==> config.mk <==
export PLATFORM = sky130hd
export DESIGN_NAME = serial_sub
export DESIGN_NICKNAME = d
export VERILOG_FILES = /design/src/rtl/serial_sub.sv
export SDC_FILE = /design/constraint.sdc
export NUM_CORES = 1
export LEC_CHECK = 0
export CAP_MARGIN = 20
export CELL_PAD_IN_SITES_DETAIL_PLACEMENT = 0
export CELL_PAD_IN_SITES_GLOBAL_PLACEMENT = 1
export CORE_MARGIN = 2
export CORE_UTILIZATION = 40
export CTS_CLUSTER_DIAMETER = 100
export DETAILED_ROUTE_END_ITERATION = 8
export PLACE_DENSITY = 0.87
export SLEW_MARGIN = 20
export SYNTH_ARGS = -nofsm -noshare
export SYNTH_HDL_FRONTEND = slang
export SYNTH_SLANG_ARGS = --single-unit
==> constraint.sdc <==
create_clock -name iClk -period 3.2 [get_ports iClk]
set_input_delay 0.48 -clock iClk [delete_from_list [all_inputs] [get_ports iClk]]
set_output_delay 0.48 -clock iClk [all_outputs]
set_load 0.005 [all_outputs]
==> src/rtl/serial_sub.sv <==
// Bit-serial subtractor: computes A - B - borrow_in one bit per clock, LSB
// first, through a single full-subtractor cell and a borrow flip-flop.
// Start/busy/done handshake; result, borrow-out and signed overflow are held
// until the next completion.
module serial_sub #(
  parameter int unsigned WIDTH = 8
) (
  input  logic             iClk,
  input  logic             iRst_n,
  input  logic             iStart,
  input  logic [WIDTH-1:0] iData_a,
  input  logic [WIDTH-1:0] iData_b,
  input  logic             iB,
  output logic             oBusy,
  output logic             oDone,
  output logic [WIDTH-1:0] oData,
  output logic             oData_B,
  output logic             oOverflow
);

  localparam int unsigned CW = (WIDTH > 1) ? $clog2(WIDTH) : 1;
  localparam logic [CW-1:0] LAST = CW'(WIDTH - 1);

  typedef enum logic [1:0] {
    IDLE  = 2'd0,
    SHIFT = 2'd1,
    DONE  = 2'd2
  } state_t;

  state_t           state_q, state_d;
  logic [WIDTH-1:0] a_sh_q, a_sh_d;
  logic [WIDTH-1:0] b_sh_q, b_sh_d;
  logic [WIDTH-1:0] d_sh_q, d_sh_d;
  logic             br_q, br_d;
  logic [CW-1:0]    cnt_q, cnt_d;
  logic             sign_a_q, sign_a_d;
  logic             sign_b_q, sign_b_d;
  logic [WIDTH-1:0] data_q, data_d;
  logic             borrow_q, borrow_d;
  logic             ovf_q, ovf_d;

  logic             diff_bit;
  logic             br_next;
  logic             load;

  // Full-subtractor cell on the current LSBs.
  always_comb begin
    diff_bit = a_sh_q[0] ^ b_sh_q[0] ^ br_q;
    br_next  = (~a_sh_q[0] & b_sh_q[0]) | (~(a_sh_q[0] ^ b_sh_q[0]) & br_q);
  end

  // Next-state and datapath update.
  always_comb begin
    state_d  = state_q;
    a_sh_d   = a_sh_q;
    b_sh_d   = b_sh_q;
    d_sh_d   = d_sh_q;
    br_d     = br_q;
    cnt_d    = cnt_q;
    sign_a_d = sign_a_q;
    sign_b_d = sign_b_q;
    data_d   = data_q;
    borrow_d = borrow_q;
    ovf_d    = ovf_q;
    load     = 1'b0;

    case (state_q)
      IDLE: begin
        load = iStart;
      end
      SHIFT: begin
        br_d   = br_next;
        a_sh_d = a_sh_q >> 1;
        b_sh_d = b_sh_q >> 1;
        d_sh_d = {diff_bit, d_sh_q[WIDTH-1:1]};
        cnt_d  = cnt_q + 1'b1;
        if (cnt_q == LAST) begin
          data_d   = {diff_bit, d_sh_q[WIDTH-1:1]};
          borrow_d = br_next;
          ovf_d    = (sign_a_q != sign_b_q) && (diff_bit != sign_a_q);
          state_d  = DONE;
        end
      end
      DONE: begin
        // The edge leaving DONE doubles as the earliest start edge, giving
        // back-to-back results every WIDTH+1 cycles.
        load    = iStart;
        state_d = IDLE;
      end
      default: state_d = IDLE;
    endcase

    if (load) begin
      a_sh_d   = iData_a;
      b_sh_d   = iData_b;
      br_d     = iB;
      cnt_d    = '0;
      sign_a_d = iData_a[WIDTH-1];
      sign_b_d = iData_b[WIDTH-1];
      state_d  = SHIFT;
    end
  end

  // State and datapath registers with synchronous active-low reset.
  always_ff @(posedge iClk) begin
    if (!iRst_n) begin
      state_q  <= IDLE;
      a_sh_q   <= '0;
      b_sh_q   <= '0;
      d_sh_q   <= '0;
      br_q     <= 1'b0;
      cnt_q    <= '0;
      sign_a_q <= 1'b0;
      sign_b_q <= 1'b0;
      data_q   <= '0;
      borrow_q <= 1'b0;
      ovf_q    <= 1'b0;
    end else begin
      state_q  <= state_d;
      a_sh_q   <= a_sh_d;
      b_sh_q   <= b_sh_d;
      d_sh_q   <= d_sh_d;
      br_q     <= br_d;
      cnt_q    <= cnt_d;
      sign_a_q <= sign_a_d;
      sign_b_q <= sign_b_d;
      data_q   <= data_d;
      borrow_q <= borrow_d;
      ovf_q    <= ovf_d;
    end
  end

  // Moore outputs decoded from registered state only.
  always_comb begin
    oBusy     = (state_q != IDLE);
    oDone     = (state_q == DONE);
    oData     = data_q;
    oData_B   = borrow_q;
    oOverflow = ovf_q;
  end

endmodule

==> out/metrics.cfg <==
[cts]
cts_resized=0
cts_root_buffer=clkbuf_8
h-tree-depth=2
cts_hold_buf=0
postCtsSetupBuffers=0
cts_tree=yes
clockBufferDepth=2
clk_latency_ns=0.29
cts.clk_slew.worst_paths_ns=0.07
cts_made_buffers=5
clock-sinks=41

[synthesis]
synth_mux_area_share_pct=0
synthTopCellsByArea=dfxtp_1, nand2_1, a21boi_1
syn-num-nets=222
synth_fa_ha_area_share_pct=2.67
synth_most_common_cell=nand2_1
syn_inst=199
synth_commonest_cells=nand2_1, dfxtp_1, o21ai_0, a21boi_1, a31oi_1
synthFlopType=dfxtp_1
seq_area_frac_synth_pct=48.7
netlist_area_um2=1690
ys_types=28
synth_top_area_share_pct=48.7
synth-edff-count=0
synth_compound_area_share_pct=21.6
synthArstFlopShare_pct=0
synthXorXnorAreaFrac_pct=0.520
synth_top_area_cell=dfxtp_1
syn_area_per_cell_um2=8.47
synth_top_family_by_area=compound AO/OA/AOI/OAI gates
synth_seq_cells=41
yosys.area_share.simple_pct=20.6
yosysWarnings=0

[critical_path]
slowest_delay_ns=0.44
required_ns=2.72
startpoint_type=flop
cpMaxStageDelayCell=clkdlybuf4s50_1
crit_chain=or2_2, clkdlybuf4s50_1
path_max_fanout=8
criticalPathCategory=reg -> out
arrival_ns=1.42
end_kind=output port

[final_layout]
fin_nets=247
antenna_cells=0
drive_above_1_share_pct=4.89
syn_to_final_growth_pct=22.2

[floorplanning]
ios=32
core_um2=4030
die_h_um=68.9
floorplan.initialDensity_pct=41.8
die_area_um2=4750
die_x_um=68.9
num_rows=23

[routing]
first_pass_iters=4
viasPerCell=5.00
drt-total-wl_mm=3.23
vias=1374
drc_errors=0
drt_iter0_drc=74
routedWlPerCell_um=11.7
drtAntennaViolNets=0

[placed_design]
gp_congestion=0.700
portBuffers=31
dpl.hpwl_mm=2.08

[timing]
hold_ws_ns=0.453
rsz0062_at_grt=no
min_period_over_period_pct=59.3
fmax_mhz=527
slew_headroom_pct=38.6
finalSetupTns_ns=0
min_period_ns=1.90
drv_slew=0
setup-violations-final=0
hold_viol=0
skew_ns=0.00455
worst_pin_slew_ns=0.919

[global_routing]
antenna_found_initial=0
grtUsageMet3_pct=5.36
grt_pass1_wl_mm=5.75
met1_usage_pct=19.8
grt_use_met2_pct=26.8
globalRouteOverflowTotal=0
grt_util_all_layers_pct=16.6
grt_max_degree=34
busiest_layer=met2
grt_pass1_vias=1278

[run]
drv_cap=0

[power]
peakVddDrop_mv=0.259
p_total_uw=982
pwr_density_cell_nw_per_um2=477
p_leak_uw=0.000727

[outcome]
status=completed

[hold_path]
hold_path.class=reg -> reg

-- routing by layer --
metal,vias to the layer above,routed length [um]
met2,30,1450
met3,7,157
li1,716,-
met4,0,72
met5,-,0
met1,621,1540
-- layout by cell type (no fill, tap or decap), types with 2 or more instances in the layout --
| master | n |
|---|---|
| clkinv_2 | 2 |
| a21oi_1 | 4 |
| a21boi_0 | 10 |
| a21boi_1 | 12 |
| ha_1 | 2 |
| nand3_1 | 5 |
| a22oi_1 | 2 |
| nand2_1 | 64 |
| clkbuf_8 | 5 |
| inv_1 | 2 |
| nand3b_1 | 2 |
| dfxtp_1 | 41 |
| nand2b_2 | 2 |
| o21ai_0 | 14 |
| nor2_1 | 3 |
| a31oi_1 | 12 |
| nor2b_1 | 2 |
| clkdlybuf4s50_1 | 31 |
-- per-stage QoR --
| stage | utilization [%] | std cells | instance area [um^2] | setup WS [ns] |
|---|---|---|---|---|
| detailed placement | 49.0 | 267 | 1970 | 1.07 |
| global route | 51.1 | 275 | 2060 | 1.20 |
| finish | 51.1 | 275 | 2060 | 1.30 |
| floorplan | - | 199 | 1690 | 1.90 |
| global placement | 49.0 | 267 | 1970 | 1.14 |
| CTS | 51.1 | 275 | 2060 | 1.30 |
-- layout make-up --
class                           count  area, um^2
Fill cell                         415        1970
Sequential cell                    41         821
Multi-Input combinational cell    142         768
Timing Repair Buffer               32         318
Clock buffer                        6        72.6
Tap cell                           50        62.6
Clock inverter                      2        10.0
Inverter                            2        7.51
-- cell families (layout without fill, tap and decap cells) --
family,Yosys count,in the layout
flops,41,41
xor+xnor,1,1
compound gates,56,56
buf+inv,16,42
simple gates,82,82
fa+ha+maj,3,3
-- critical path, delay by kind of cell, from the launching register on --
family                 cells  cell delay, ns
AND/OR/NAND/NOR            1            0.31
flip-flops                 1            0.38
buffers and inverters      1            0.44
-- flip-flops by register name (all words and copies together), names as in the netlist --
signal / count
a_sh_q: 8
b_sh_q: 8
br_q: 1
cnt_q: 3
d_sh_q: 7
oData: 8
oData_B: 1
oOverflow: 1
sign_a_q: 1
sign_b_q: 1
state_q: 2
-- path summary, 6_finish.rpt --
kind	start	end	slack (ns)	depth (start not counted)
min	oData[3]	oData[3]	0.45	2
max reg2reg	state_q[0]	b_sh_q[5]	1.62	3
max	state_q[0]	oBusy	1.30	2
min reg2reg	oData[3]	oData[3]	0.45	2
-- report_power, final --
| part | total [uW] | switching, uW | internal, uW |
|---|---|---|---|
| Clock | 324 | 173 | 151 |
| Combinational | 111 | 58.2 | 52.8 |
| Sequential | 547 | 13.8 | 533 |
| Total | 982 | 245 | 737 |
No activity file was read; power rests on OpenSTA's default activity.
